==> src/rtl/kyber_modmul_pipe.sv <==
// Kyber modular multiplier: (a*b) mod Q via Barrett reduction in a 3-stage
// valid/ready pipeline with whole-pipe backpressure and a sideband tag.
module kyber_modmul_pipe #(
  parameter int unsigned Q     = 3329,
  parameter int unsigned TAG_W = 8
) (
  input  logic             clk_i,
  input  logic             rst_ni,
  input  logic             clear_i,
  input  logic             in_valid_i,
  output logic             in_ready_o,
  input  logic [11:0]      a_i,
  input  logic [11:0]      b_i,
  input  logic [TAG_W-1:0] tag_i,
  output logic             out_valid_o,
  input  logic             out_ready_i,
  output logic [11:0]      r_o,
  output logic [TAG_W-1:0] tag_o,
  output logic             busy_o,
  output logic             range_err_o
);

  // Handshake: a transfer happens on a rising edge where valid && ready.
  // The whole pipe advances together whenever the output slot is empty or
  // being taken, so in_ready_o never depends on in_valid_i.
  localparam logic [39:0] MU  = 40'd20159;
  localparam logic [25:0] Q26 = 26'(Q);
  localparam logic [11:0] Q12 = 12'(Q);

  logic              adv;
  logic              accept;

  logic              v1;
  logic [23:0]       p1;
  logic [TAG_W-1:0]  tag1;

  logic              v2;
  logic [23:0]       p2;
  logic [13:0]       t2;
  logic [TAG_W-1:0]  tag2;

  logic [13:0]       t_next;
  logic signed [25:0] r_raw;
  logic signed [25:0] r_fix;
  logic [11:0]       r_next;

  assign adv        = !out_valid_o || out_ready_i;
  assign in_ready_o = adv;
  assign accept     = in_valid_i && adv;
  assign busy_o     = v1 | v2 | out_valid_o;

  // Quotient estimate; the full 40-bit product is kept until after the shift.
  assign t_next = 14'((40'(p1) * MU) >> 26);

  // The estimate may be off by one in either direction, so a single
  // conditional add or subtract of Q lands the result in [0,Q-1].
  always_comb begin
    r_raw = $signed({2'b00, p2}) - $signed(26'(t2) * Q26);
    r_fix = r_raw;
    if (r_raw < 0) begin
      r_fix = r_raw + $signed(Q26);
    end else if (r_raw >= $signed(Q26)) begin
      r_fix = r_raw - $signed(Q26);
    end
  end

  assign r_next = 12'(r_fix);

  always_ff @(posedge clk_i or negedge rst_ni) begin
    if (!rst_ni) begin
      v1          <= 1'b0;
      p1          <= '0;
      tag1        <= '0;
      v2          <= 1'b0;
      p2          <= '0;
      t2          <= '0;
      tag2        <= '0;
      out_valid_o <= 1'b0;
      r_o         <= '0;
      tag_o       <= '0;
      range_err_o <= 1'b0;
    end else if (clear_i) begin
      // Flush wins over any accept in the same cycle.
      v1          <= 1'b0;
      v2          <= 1'b0;
      out_valid_o <= 1'b0;
      range_err_o <= 1'b0;
    end else begin
      if (accept && (a_i >= Q12 || b_i >= Q12)) begin
        range_err_o <= 1'b1;
      end
      if (adv) begin
        v1          <= accept;
        p1          <= 24'(a_i) * 24'(b_i);
        tag1        <= tag_i;
        v2          <= v1;
        p2          <= p1;
        t2          <= t_next;
        tag2        <= tag1;
        out_valid_o <= v2;
        r_o         <= r_next;
        tag_o       <= tag2;
      end
    end
  end

endmodule
==> config.mk <==
export PLATFORM = sky130hd
export DESIGN_NAME = kyber_modmul_pipe
export DESIGN_NICKNAME = d
export VERILOG_FILES = /design/src/rtl/kyber_modmul_pipe.sv
export SDC_FILE = /design/constraint.sdc
export NUM_CORES = 1
export LEC_CHECK = 0
export ABC_AREA = 1
export CORE_AREA = 2 2 230 232
export CTS_BUF_LIST = sky130_fd_sc_hd__clkbuf_4 sky130_fd_sc_hd__clkbuf_8 sky130_fd_sc_hd__clkbuf_16
export CTS_CLUSTER_SIZE = 12
export DETAILED_ROUTE_END_ITERATION = 10
export DIE_AREA = 0 0 232 234
export MAX_ROUTING_LAYER = met4
export PLACE_DENSITY = 0.52
export SLEW_MARGIN = 5
export SYNTH_ARGS = -nofsm -noshare
export SYNTH_HDL_FRONTEND = slang
export SYNTH_SLANG_ARGS = --single-unit
export TNS_END_PERCENT = 30
==> constraint.sdc <==
create_clock -name clk_i -period 16.7 [get_ports clk_i]
set_input_delay 4.175 -clock clk_i [delete_from_list [all_inputs] [get_ports clk_i]]
set_output_delay 4.175 -clock clk_i [all_outputs]
set_load 0.02 [all_outputs]
=== After elaboration in Yosys (flattened, before gate mapping) ===
Cells that the tools add are included.
W data, S select, Z words.

* Flip-flop bits (word level): 101
* Output and inout bits: 24
* Word-level logic and storage cells: 42

* Add/sub/neg operators: 3
* Multipliers: 3
* Magnitude comparators: 4
* Mux-type cells: 10
* Bitwise logic cells: 3
* Reduce and logical (&&, ||, !) cells: 8

{| class="wikitable"
|+ Operators with widths
! cell !! number
|-
| $mul A24 B15 Y39 const B || 1
|-
| $ge A26 B13 Y1 const B || 1
|-
| $lt A26 B1 Y1 const B || 1
|-
| $sub A24 B25 Y26 || 1
|-
| $mul A13 B12 Y25 const B || 1
|-
| $ge A12 B12 Y1 const B || 2
|-
| $mul A12 B12 Y24 || 1
|-
| $mux W12 || 2
|-
| $add A12 B11 Y12 const B || 1
|-
| $sub A12 B11 Y12 const B || 1
|-
| $mux W1 || 8
|-
| $reduce_bool A2 Y1 || 2
|-
| $logic_and A1 B1 Y1 || 2
|-
| $logic_or A1 B1 Y1 || 2
|-
| $or A1 B1 Y1 || 2
|-
| $reduce_and A2 Y1 || 1
|-
| $logic_not A1 Y1 || 1
|-
| $not A1 Y1 || 1
|}

=== Longest topological paths before layout ===
Gate-level depths: netlist (run 1).

* Word-level depth: 6
* Gate-level depth with buffers: 33

=== Least setup slack after synthesis (run 1) ===
No wires, ideal clock.

* Kind: input to register
* Start point: in a_i[0]
* End point: reg p1[20]
* Library setup time: 0.118 ns
* Arrival: 8.799 ns
* Required time: 16.582 ns
* Setup slack: 7.783 ns
* Stages: 22
* Buffers on the path: 1
* Path through: clkbuf_1 > nand2_1 > fa_1 > fa_1 > inv_1 > fa_1 > inv_1 > fa_1 > inv_1 > fa_1 > ha_1 > inv_1 > nor4_1 > nand2_1 > nand3_1 > nand2_1 > o21bai_1 > a21o_1 > a21oi_1 > nand2b_1 > nand3_1 > nand2_1

* Word-level cells in the longest chain between the ends: 1

{| class="wikitable"
|+ RTL lines
! what !! line !! RTL
|-
| start, declared || 12 || <nowiki>input logic [11:0] a_i,</nowiki>
|-
| $mul A12 B12 Y24 || 94 || <nowiki>p1 <= 24'(a_i) * 24'(b_i);</nowiki>
|-
| end signal, assigned || 94 ||
|-
| end, declared || 34 || <nowiki>logic [23:0] p1;</nowiki>
|}

Every way passes these cells.
A chain may end at the register's enable or synchronous reset.

=== Worst setup path after layout (run 1) ===
* Start point: in out_ready_i
* End point: out in_ready_o

* Word-level cells in the longest chain between the ends: 1

{| class="wikitable"
|+ RTL lines
! what !! line !! RTL
|-
| start, declared || 16 || <nowiki>input logic out_ready_i,</nowiki>
|-
| $logic_or A1 B1 Y1 || 47 || <nowiki>assign adv = !out_valid_o || out_ready_i;</nowiki>
|-
| end, declared || 11 || <nowiki>output logic in_ready_o,</nowiki>
|}

Every way passes these cells.

==> impl_metrics.tcl, run 1 <==
set metrics [dict create \
    start_kind "primary input" \
    clkSlewWorstSetupHoldPaths_ns 0.08 \
    final_common_cell "inv_1" \
    grt-ovfl-total 0 \
    finalHoldViolCount 0 \
    gp_congestion 0.941 \
    worstReg2RegStart "p1[7]" \
    core_area_mm2 0.0520 \
    synthCells 2509 \
    min_period_ns 9.59 \
    portBuffers 60 \
    hold_slack_ns 0.477 \
    worst_ep_arrival_time_ns 5.41 \
    netlist_area_mm2 0.0194 \
    tightest_slew_ns 0.922 \
    cts-resized-gates 0 \
    final-setup-viol-count 0 \
    endpoint "in_ready_o" \
    fillCellCount 5500 \
    die_area_mm2 0.0543 \
    critPathKind "in -> out" \
    dp_cells 3214 \
    cts_setup_buffers 0 \
    clkSinkCount 101 \
    cts_buffers 9 \
    area_delta_synth_final_pct 8.53 \
    diodes 0 \
    post-route-drc-count 0 \
    avgSynthCellArea_um2 7.75 \
    final_nets 3143 \
    synth_edf_count 0 \
    final_cell_mix "inv_1 (693), nand2_1 (595), ha_1 (291)" \
    clk_latency_ns 0.36 \
    vias 15100 \
    post-route-cell-area_mm2 0.0211 \
    drv_cap 0 \
    hp-class "reg -> reg" \
    synth_seq_cells 101 \
    min_period_over_period 0.574 \
    cts-hold-fix-buffers 0 \
    worst_setup_path_end_kind "output port" \
    outcome "complete, no violations" \
    rsz0062_at_grt "no" \
    dr.first_iter.drc_count 668 \
    track_usage 0.194 \
    io_pins 61 \
    die_h_um 234 \
    slew_headroom 0.385 \
    drv_slew 0 \
    worstPathRequired_ns 12.52 \
    dpl_cell_area_mm2 0.0208 \
    clk_path_buf_depth 2 \
    worst_r2r_path_depth 23 \
    ys.flop_type "dfrtp_1" \
    drive_gt1_frac 0.0169 \
    cts_tree "built" \
    viasPerCell 4.69 \
    die_w_um 232 \
    dp_hpwl_um 42300 \
    async_flop_share 1.00 \
    grt_pass1_vias 15600 \
    antenna_found_initial 0 \
    setup_tns_ns 0 \
    ant_nets 0 \
    htreeDepth 3 \
    critPathMaxFanout 3 \
    synth.net_count 3115 \
    yosys_warnings 0 \
    ys_seq_area_frac 0.130 \
    finalNonFillerCells 3230 \
    start_util 0.374 \
    firstDrtPassIters 5 \
    routed_wl_um 48800 \
    startpoint "out_ready_i" \
    grt_pass1_wl_um 81700 \
    grt_max_degree 91 \
    rows 84 \
    r2r-end "t2[7]" \
    skew_ns 0.0126 \
    yosysUniqueCellTypes 43 \
    cts_root_buf "clkbuf_16" \
    regToRegSetupSlack_ns 10.44 \
    wire_per_inst_um 15.1 \
    fmax_mhz 104 \
]
[registers in the layout, summed over array words and instances, names as in the netlist]
name and flops:
v1 1, t2 13, tag2 8, tag_o 8, range_err_o 1, p1 24
v2 1, out_valid_o 1, r_o 12, tag1 8, p2 24
[metrics by stage]
step	utilization	worst slack (ns)
after floorplan	-	7.78
after global placement	0.399	6.88
after detailed placement	0.399	6.75
after CTS	0.406	7.10
after global routing	0.406	6.70
final	0.406	7.11
[worst max-delay path, stage by stage]
cell,delay (ns)
clkdlybuf4s50_1,0.45
inv_1,0.05
nand2_1,0.11
clkdlybuf4s50_1,0.63
[metal layers]
layer	global-route usage	vias to the layer above	wire length [µm]
li1	-	7615	-
met1	0.263	7304	23700
met2	0.324	179	23200
met3	0.0135	41	1140
met4	0.0353	0	757
met5	-	-	0
[worst min path at each step]
stage	slack [ns]	cells past startpoint	to	start
floorplan	0.44	2	tag_o[0]	tag2[0]
global placement	0.45	2	tag_o[7]	tag2[7]
detailed placement	0.46	2	tag_o[5]	tag2[5]
CTS	0.48	2	tag_o[5]	tag2[5]
global route	0.51	2	r_o[8]	r_o[8]
finish	0.48	2	tag_o[5]	tag2[5]
[area by class of cell]
type,instances,area [µm²],share of cell area
multi-input combinational,1664,14100,0.669
inverter,698,2620,0.124
sequential,101,2530,0.120
tap,688,861,0.0408
timing repair buffer,63,621,0.0294
clock buffer,9,225,0.0107
clock inverter,7,129,0.00611
[cells in the mapped netlist, types with 10 or more instances]
cell type | count | area [µm²]
inv_1 | 693 | 2600
nand2_1 | 596 | 2240
ha_1 | 291 | 3640
fa_1 | 278 | 5570
o21ai_0 | 102 | 510
dfrtp_1 | 101 | 2530
nor2_1 | 92 | 345
nand3_1 | 90 | 450
a21oi_1 | 73 | 365
clkbuf_1 | 43 | 161
nand4_1 | 19 | 119
nor3_1 | 15 | 75.1
a31oi_1 | 11 | 68.8
or2_2 | 11 | 68.8
xnor2_1 | 10 | 87.6
xor2_1 | 10 | 87.6
[cell families after synthesis]
logic type | synth area share
xor gates and xnor gates | 0.0107
and+or+nand+nor | 0.178
adders and majority gates | 0.473
AOI/OAI and AO/OA | 0.0645
buffers and inverters | 0.144
DFF | 0.130
Power of run 1 is not shown: default switching activity piles up to over one toggle a cycle in this logic, so the estimate is an artifact.
==> run 2: changes to the inputs <==
--- a/config.mk
+++ b/config.mk
@@ -12,7 +12,7 @@
 export DETAILED_ROUTE_END_ITERATION = 10
 export DIE_AREA = 0 0 232 234
 export MAX_ROUTING_LAYER = met4
-export PLACE_DENSITY = 0.52
+export PLACE_DENSITY = 0.54
 export SLEW_MARGIN = 5
 export SYNTH_ARGS = -nofsm -noshare
 export SYNTH_HDL_FRONTEND = slang
==> constraint.sdc (replaced) <==
create_clock -name clk_i -period 8.5 [get_ports clk_i]
set_input_delay 2.125 -clock clk_i [delete_from_list [all_inputs] [get_ports clk_i]]
set_output_delay 2.125 -clock clk_i [all_outputs]
set_load 0.02 [all_outputs]
==> run 2 against run 1 <==
Against the previous run: highest routed layer unchanged; routed wire length fell by 1.7%; worst setup slack lost 6.0 ns; register-to-register slack got worse by 8.2 ns; utilization about the same; sequential share of layout area about the same; via count hardly changed.
==> impl_metrics.tcl, run 2 (synthesized netlist as in run 1, its figures left out) <==
set metrics [dict create \
    cts_root_buf "clkbuf_16" \
    area_delta_synth_final_pct 8.56 \
    setup_tns_ns 0 \
    fillCellCount 5403 \
    slew_headroom 0.359 \
    track_usage 0.190 \
    grt_max_degree 91 \
    r2r-end "t2[7]" \
    drive_gt1_frac 0.0192 \
    worstPathRequired_ns 8.75 \
    cts_setup_buffers 0 \
    top_regs "p1: 24 flops, p2: 24 flops, t2: 13 flops" \
    start_kind "primary input" \
    clk_path_buf_depth 2 \
    drv_slew 0 \
    io_pins 61 \
    dp_hpwl_um 41300 \
    finalHoldViolCount 0 \
    viasPerCell 4.68 \
    antenna_found_initial 0 \
    worst_ep_arrival_time_ns 7.68 \
    min_period_ns 7.43 \
    grt_pass1_wl_um 80500 \
    drv_cap 0 \
    final_util 0.406 \
    skew_ns 0.0183 \
    die_w_um 232 \
    start_util 0.374 \
    fin_ws_ns 1.07 \
    die_h_um 234 \
    clk_latency_ns 0.36 \
    final_cell_mix "inv_1 (693), nand2_1 (595), ha_1 (291)" \
    outcome "complete, no violations" \
    wire_per_inst_um 14.8 \
    final_common_cell "inv_1" \
    min_period_over_period 0.874 \
    dp_slack_ns 0.714 \
    path_depth 22 \
    firstDrtPassIters 5 \
    routed_wl_um 47900 \
    worst_setup_path_end_kind "register" \
    cts_tree "built" \
    worstReg2RegStart "p1[7]" \
    dr.first_iter.drc_count 777 \
    vias 15200 \
    final_nets 3149 \
    diodes 0 \
    core_area_mm2 0.0520 \
    startpoint "a_i[2]" \
    fmax_mhz 135 \
    clkSlewWorstSetupHoldPaths_ns 0.09 \
    cts-resized-gates 0 \
    worst_r2r_path_depth 23 \
    cts_buffers 9 \
    crit_slowest_cell "clkdlybuf4s50_1" \
    grt_pass1_vias 15700 \
    portBuffers 60 \
    gp_congestion 0.892 \
    grt-ovfl-total 0 \
    final-setup-viol-count 0 \
    rsz0062_at_grt "no" \
    clkSinkCount 101 \
    critPathKind "in -> reg" \
    htreeDepth 3 \
    crit_chain "clkdlybuf4s50_1 > nand2_1 > fa_1 > inv_1 > fa_1 > fa_1 > inv_1 > fa_1 > inv_1 > fa_1 > ha_1 > nand2_1 > nor4_1 > nand2_1 > nand3_1 > nand2_1 > o21bai_1 > a21o_1 > a21oi_1 > nand2b_1 > nand3_1 > nand2_1" \
    hold_depth 2 \
    tightest_slew_ns 0.961 \
    max_stage_delay_ns 0.82 \
    cts-hold-fix-buffers 0 \
    rows 84 \
    die_area_mm2 0.0543 \
    regToRegSetupSlack_ns 2.23 \
    ant_nets 0 \
    critPathMaxFanout 13 \
    hp-class "reg -> reg" \
    critPathBufInv 4 \
    post-route-drc-count 0 \
    endpoint "p1[20]" \
    crit_family "adder cells" \
]
run 2: worst min-delay path: cells and delay by family (launching register included):
family | cells | cell delay (ns)
DFF | 1 | 0.35
and+or+nand+nor | 2 | 0.10
run 2: cell type report:
type                            instances  area (µm²)  area share
Multi-Input combinational cell       1664       14100       0.669
Inverter                              698        2620       0.124
Sequential cell                       101        2530       0.120
Tap cell                              688         861      0.0408
Timing Repair Buffer                   69         666      0.0315
Clock buffer                            9         225      0.0107
Clock inverter                          7        90.1     0.00427
run 2: worst min path at each step:
stage,end,from,slack [ns]
floorplan,tag_o[0],tag2[0],0.44
global placement,tag_o[1],tag2[1],0.45
detailed placement,tag_o[2],tag2[2],0.45
CTS,tag_o[6],tag2[6],0.48
global route,tag_o[5],tag2[5],0.51
finish,tag_o[6],tag2[6],0.48
run 2: metrics by stage:
stage	area (µm²)	hold slack, ns	instances
final	21100	0.476	3236
after global routing	21100	0.505	3236
after CTS	21100	0.478	3236
after detailed placement	20800	0.454	3220
after global placement	20800	0.451	3220
after floorplan	19400	0.442	2509
run 2: metal layers:
metal  global-route usage  wire [µm]
met4               0.0381        755
met3               0.0174       1270
met1                0.250      22900
met2                0.323      23000
met5                    -          0
Power of run 2 is left out for the same reason.
